--- config.mk ---
export PLATFORM = sky130hd
export DESIGN_NAME = bus_arbiter
export DESIGN_NICKNAME = d
export VERILOG_FILES = /design/src/rtl/bus_arbiter.sv
export SDC_FILE = /design/constraint.sdc
export NUM_CORES = 1
export LEC_CHECK = 0
export ABC_AREA = 0
export ABC_CLOCK_PERIOD_IN_PS = 2300
export CORE_MARGIN = 5
export CORE_UTILIZATION = 55
export CTS_CLUSTER_SIZE = 8
export DETAILED_ROUTE_END_ITERATION = 12
export DONT_BUFFER_PORTS = 1
export PLACE_DENSITY = 0.76
export SKIP_LAST_GASP = 1
export SLEW_MARGIN = 5
export SYNTH_ARGS = -nofsm -noshare
export SYNTH_HDL_FRONTEND = slang
export SYNTH_SLANG_ARGS = --single-unit
--- constraint.sdc ---
create_clock -name clk -period 2.3 [get_ports clk]
set_clock_uncertainty 0.15 [all_clocks]
set_input_delay 0.345 -clock clk [delete_from_list [all_inputs] [get_ports clk]]
set_output_delay 0.345 -clock clk [all_outputs]
set_load 0.05 [all_outputs]
--- src/rtl/bus_arbiter.sv ---
// ---------------------------------------------------------------------------
// bus_arbiter
//
// Round-robin arbiter for a shared 16-bit data / 24-bit address bus with four
// requesters (bit 0 is the CPU, bits 1..3 are expansion ports). A grant lasts
// until the owner drops its request or until HOLD_MAX cycles have elapsed.
// Every tenure is followed by exactly one turnaround cycle with no grant, so
// two bus drivers never overlap.
//
// Parameters:
//   HOLD_MAX  maximum tenure in cycles of gnt high (legal range 2..256)
//
// Ports:
//   clk      in   system clock, all state updates on its rising edge
//   r        in   synchronous active-high reset
//   req      in   [3:0] per-requester bus request
//   gnt      out  [3:0] registered grant, zero or one-hot
//   owner    out  [1:0] index of the current grantee, valid while busy=1
//   busy     out  high while some requester holds the bus (OR of gnt)
//   timeout  out  one-cycle pulse in the turnaround after a forced tenure end
// ---------------------------------------------------------------------------
module bus_arbiter #(
    parameter int HOLD_MAX = 16
) (
    input  logic       clk,
    input  logic       r,
    input  logic [3:0] req,
    output logic [3:0] gnt,
    output logic [1:0] owner,
    output logic       busy,
    output logic       timeout
);

    typedef enum logic [1:0] {
        IDLE  = 2'd0,
        GRANT = 2'd1,
        TURN  = 2'd2
    } state_t;

    // The hold counter only ever needs to reach HOLD_MAX-1.
    localparam int CW = $clog2(HOLD_MAX);
    localparam logic [CW-1:0] HOLD_LAST = CW'(HOLD_MAX - 1);

    state_t        state;
    state_t        state_next;
    logic [1:0]    ptr;
    logic [1:0]    ptr_next;
    logic [1:0]    owner_next;
    logic [3:0]    gnt_next;
    logic [CW-1:0] hold_cnt;
    logic [CW-1:0] hold_next;
    logic          timeout_next;

    logic [1:0]    win;
    logic          any_req;
    logic          owner_req;
    logic          hold_expired;

    assign any_req      = |req;
    assign owner_req    = req[owner];
    assign hold_expired = (hold_cnt == HOLD_LAST);
    assign busy         = |gnt;

    // Round-robin search: start at ptr and walk upward mod 4, the first
    // asserted request wins. Since ptr moves to just past each grantee, the
    // previous owner is always the last candidate considered.
    always_comb begin
        logic [1:0] idx;
        logic       found;
        win   = 2'd0;
        idx   = 2'd0;
        found = 1'b0;
        for (int k = 0; k < 4; k++) begin
            idx = ptr + 2'(k);
            if (!found && req[idx]) begin
                win   = idx;
                found = 1'b1;
            end
        end
    end

    // State register together with the registered outputs and bookkeeping.
    // Reset clears everything on the same edge, so a mid-tenure reset drops
    // gnt immediately without passing through TURN.
    always_ff @(posedge clk) begin
        if (r) begin
            state    <= IDLE;
            gnt      <= 4'b0000;
            owner    <= 2'd0;
            ptr      <= 2'd0;
            hold_cnt <= '0;
            timeout  <= 1'b0;
        end else begin
            state    <= state_next;
            gnt      <= gnt_next;
            owner    <= owner_next;
            ptr      <= ptr_next;
            hold_cnt <= hold_next;
            timeout  <= timeout_next;
        end
    end

    // Next-state logic. GRANT always leaves through TURN, whether the owner
    // released the bus or its tenure was cut short.
    always_comb begin
        state_next = state;
        case (state)
            IDLE:    if (any_req) state_next = GRANT;
            GRANT:   if (!owner_req || hold_expired) state_next = TURN;
            TURN:    state_next = any_req ? GRANT : IDLE;
            default: state_next = IDLE;
        endcase
    end

    // Output logic: computes the values registered at the next edge.
    // Arbitration happens only in IDLE and TURN; during GRANT the other
    // request lines are ignored and only the owner's line and the hold
    // counter matter.
    always_comb begin
        gnt_next     = gnt;
        owner_next   = owner;
        ptr_next     = ptr;
        hold_next    = hold_cnt;
        timeout_next = 1'b0;
        case (state)
            IDLE, TURN: begin
                if (any_req) begin
                    gnt_next   = 4'b0001 << win;
                    owner_next = win;
                    ptr_next   = win + 2'd1;
                    hold_next  = '0;
                end else begin
                    gnt_next = 4'b0000;
                end
            end
            GRANT: begin
                if (!owner_req) begin
                    gnt_next = 4'b0000;
                end else if (hold_expired) begin
                    gnt_next     = 4'b0000;
                    timeout_next = 1'b1;
                end else begin
                    hold_next = hold_cnt + CW'(1);
                end
            end
            default: begin
                gnt_next = 4'b0000;
            end
        endcase
    end

endmodule

======== Word level (Yosys, flattened, before mapping) ========
Index checks and enable logic that the tools add are counted.
cells by class
  add/sub/neg operators ................... 5
  $lt $le $gt $ge ......................... 5
  equality and inequality tests ........... 9
  shift-type cells ........................ 1
  multiplexer cells ....................... 30
  bitwise gates (word level) .............. 2
  reductions and logical operators ........ 17
operator list
  cell                                                                   count
  4-bit two-way mux                                                      6
  4-bit case mux with 2 select lines                                     2
  2-bit by 3-bit < comparator with 1-bit output, second input constant   5
  2-bit two-way mux                                                      6
  1-bit binary-select mux with 2-bit select                              5
  1-bit two-way mux                                                      10
  2-bit inequality test, second input constant                           5
  4-bit OR reduction                                                     2
  2-bit case mux with 3 select lines                                     1
  2-bit by 1-bit adder with 2-bit output, second input constant          2
  2-bit adder, second input constant                                     2
  4-bit by 1-bit adder with 4-bit output, second input constant          1
  4-bit equality test, second input constant                             1
  1-bit zero test                                                        4
  2-bit AND reduction                                                    2
  4-bit AND reduction                                                    1
  1-bit by 2-bit left shift with 4-bit output, first input constant      1
  1-bit logical AND                                                      3
  3-bit inequality test, second input constant                           1
  3-bit OR reduction                                                     1
  2-bit by 1-bit equality test with 1-bit output, second input constant  1
  2-bit equality test, second input constant                             1
  2-bit zero test                                                        1
  1-bit inverter                                                         2
  other kinds (3)                                                        3
storage, ports and cells
  flip-flop bits (word level) ............. 15
  input port bits ......................... 6

======== Depth between registers and ports, before layout ========
  depth after elaboration ................. 15
  depth in mapped cells ................... 7
  mapped depth without buffers ............ 7

======== Worst setup path before layout ========
OpenSTA, ideal clock, no wires.
  kind .................................... register to register
  start point ............................. register owner[0]
  end point ............................... register hold_cnt[3]
  library setup time ...................... 0.086 ns
  arrival time ............................ 1.790 ns
  path slack .............................. 0.274 ns
  cell stages (with the launch flop) ...... 5
  path buffers ............................ 0
  period minus slack after synthesis ...... 2.026 ns
  cells stage by stage .................... dfxtp_1 -> mux2_4 -> o22ai_4 -> or4_1 -> a221oi_2
on the way
  longest elaborated chain between the ends .. 4
RTL lines
  element                                    RTL line  source
  start, declared                            29        output logic [1:0] owner,
  start signal, assigned                     96        owner <= owner_next;
  1-bit binary-select mux with 2-bit select  60        assign owner_req = req[owner];
  1-bit two-way mux (implied by the code)    60
  2-bit inequality test (no source line)     -
  4-bit AND reduction (no source line)       -
  end signal, assigned                       98        hold_cnt <= hold_next;
  end, declared                              50        logic [CW-1:0] hold_cnt;
Every way passes these cells. The select of a mux whose other input is x is not followed.
A chain may end at the register's enable or synchronous reset.

======== Final worst setup path ========
  start point ............................. register gnt[1]
  end point ............................... output port busy
on the way
  longest elaborated chain between the ends .. 1
RTL lines
  element                 RTL line  source
  start, declared         28        output logic [3:0] gnt,
  start signal, assigned  95        gnt <= gnt_next;
  4-bit OR reduction      62        assign busy = |gnt;
  end, declared           30        output logic busy,
Every way passes these cells.

==> flow_summary.yaml <==
layout:
  final_nets: 104
  insertedDiodeCount: 0
  drive_above_1_share_pct: 21.74
  seq_area_um2: 300.3
  fill_cells: 136
  layout_common_cells: "dfxtp_1 (15), inv_1 (8), a21oi_1 (6), ha_1 (5), buf_4 (5)"
  final_common_cell: "dfxtp_1"
  multiInputGateArea_um2: 493.0
  synthToLayoutAreaGrowth_pct: 11.04
clock_network:
  cts_buffers: 3
  cts_root_buf: "clkbuf_4"
  clock-sinks: 15
  post_cts_resized: 0
  clk_pin_slew_ns: 0.09
  tritoncts: "built"
  htree_levels: 1
  cts_buffer_depth: 2
  worstSkewPairLatency_ns: 0.28
setup_path:
  cp_top_family: "simple AND/OR/NAND/NOR gates"
  crit_fanout: 3
  end_kind: "primary output"
  reg2reg_from: "hold_cnt[0]"
  crit_type: "reg2out"
  slowest_stage: "or4_1"
  path_buf_inv: 0
  start_kind: "flip-flop"
  critical-path-max-stage-delay_ns: 0.74
  arrival_ns: 1.52
  required_ns: 1.80
  worstSetupStartpoint: "gnt[1]"
  crit_chain: "or4_1"
timing:
  final.setup.tns_ns: 0
  final-max-slew-violation-count: 0
  hold_viol_final: 0
  setup_viol: 0
  worst_pin_slew_ns: 0.5340
  relSlewSlack_pct: 64.35
  setup_ws_ns: 0.2849
  period_share_pct: 87.61
  fin_crit_ns: 2.015
  max_freq_ghz: 0.4962
  rsz0062_at_grt: "no"
synth:
  syn_area_um2: 827.0
  synth_top_area_cell: "dfxtp_1"
  synth_cells: 83
  synth_compound_area_share_pct: 26.63
  ys_ff_latch: 15
  synth.avg_cell_area_um2: 9.964
  yosysSeqAreaShare_pct: 36.31
  netlist-cell-type-count: 35
  ys_top_cells_by_area: "dfxtp_1 (36%), ha_1 (7.6%), a22o_1 (4.2%)"
  synth_top_area_share_pct: 36.31
  synth_xor_area_share_pct: 0
  synth_fa_ha_area_share_pct: 7.564
  synth_top_family_by_area: "compound AO/OA/AOI/OAI gates"
  synth-warning-count: 0
  synth_simple_gate_area_share_pct: 19.36
  syn_nets: 94
  synthMuxAreaShare_pct: 6.051
grt:
  grt_start_max_net_pins: 10
  grt_pass1_wl_um: 2863
  track_usage_pct: 14.93
  antenna_found_initial: 0
  grt_remaining_overflow: 0
  grt_pass1_vias: 663
placed_design:
  io_buffers: 0
  dp_hpwl_um: 1266
  gp_congestion: 0.8298
  pre_cts_ws_ns: 0.4542
floorplan:
  dieArea_mm2: 0.002379
  fp-row-count: 14
  die_x_um: 48.78
  dieHeight_um: 48.78
  ios: 14
  start_util_pct: 56.21
  core_mm2: 0.001471
pwr:
  pwr-share-seq_pct: 44.6
  p_switching_mw: 0.2797
  internal_power_mw: 0.4430
  combPwrFrac_pct: 34.2
  powerDensity_mw_per_mm2: 786.9
  ir_worst_vdd_mv: 0.4452
  p_clk_share_pct: 21.2
  power_mw: 0.7227
  p_leak_nw: 0.3663
  switching_share_pct: 38.70
detailed_routing:
  vias_per_cell: 5.991
  drt-met1-wl_um: 717
  vias: 647
  met3_wirelength_um: 86
  wl_per_cell_um: 15.06
  drt_iter0_markers: 22
  antenna_left: 0
  firstDrtPassIters: 4
  highest_layer: "met4"
  drc: 0
  met2WireLength_um: 794
  wl_um: 1627
worst_hold_path:
  worstHoldStart: "r"
  hold_class: "in2reg"
flow_run:
  max-cap-violations: 0
outcome:
  run_status: "finished clean"
[path summary, 6_finish.rpt]
path,endpoint,slack [ns],cells past startpoint
hold reg to reg,hold_cnt[3],0.36,2
hold / removal,hold_cnt[1],0.08,1
setup reg to reg,hold_cnt[3],0.50,5
setup / recovery,busy,0.28,1
[kinds of logic (layout without fill, tap and decap cells)]
kind of cell,count (synthesis),after routing
AOI/OAI and AO/OA,25,25
and+or+nand+nor,25,25
DFF,15,15
buffers and inverters,9,18
adders and majority gates,5,5
muxes,4,4
[layer usage]
| metal | vias up | GRT usage (%) |
|---|---|---|
| li1 | 330 | - |
| met1 | 298 | 17.38 |
| met2 | 15 | 24.35 |
| met3 | 4 | 4.893 |
| met4 | 0 | 7.175 |
| met5 | - | 0 |
[power by group through the flow]
stage | logic, mW | clock network, mW | registers (mW)
final | 0.247 | 0.153 | 0.323
after detailed placement | 0.245 | 0 | 0.329
after global placement | 0.238 | 0 | 0.326
after CTS | 0.250 | 0.158 | 0.323
after global routing | 0.269 | 0.179 | 0.328
after floorplan | 0.164 | 0 | 0.360
[area by class of cell]
class,instances,area share [%]
Clock inverter,1,0.5450
Inverter,8,3.270
Tap cell,16,2.180
Sequential cell,15,32.70
Clock buffer,3,2.452
Timing Repair Buffer,6,5.177
Multi-Input combinational cell,59,53.68
[cells in the mapped netlist, drive strengths merged]
library cell / n
clkbuf: 1
nor2: 3
nand3b: 2
ha: 5
nor4: 1
a21oi: 6
a22oi: 1
nor4b: 1
nand3: 2
dfxtp: 15
mux2i: 2
a221oi: 2
or2: 1
o21ai: 1
o221ai: 2
a211o: 1
or4: 5
nor2b: 2
o21ba: 1
or3b: 1
nand2b: 1
inv: 8
nor3: 2
o21a: 1
and2: 1
a21o: 1
nand2: 3
a22o: 4
o22ai: 2
o31ai: 3
mux2: 2
[sequential cells by signal (all words and copies together), names as in the netlist]
signal	count
hold_cnt	4
owner	2
state	2
ptr	2
gnt	4
timeout	1
[repair_timing]
item,CTS,global route
endpoints found under the hold margin,8,0
buffers inserted,0,0
hold buffers,1,0
[through the flow]
stage / cell area, um^2 / hold slack [ns] / cells / util [%]
after floorplan: 827.0 / 0.3201 / 83 / -
after global placement: 880.8 / 0.2635 / 103 / 59.86
after detailed placement: 880.8 / 0.2657 / 103 / 59.86
after CTS: 918.4 / 0.06917 / 108 / 62.42
after global routing: 918.4 / 0.04397 / 108 / 62.42
final: 918.4 / 0.07610 / 108 / 62.42
No activity file was read; power rests on OpenSTA's default activity.
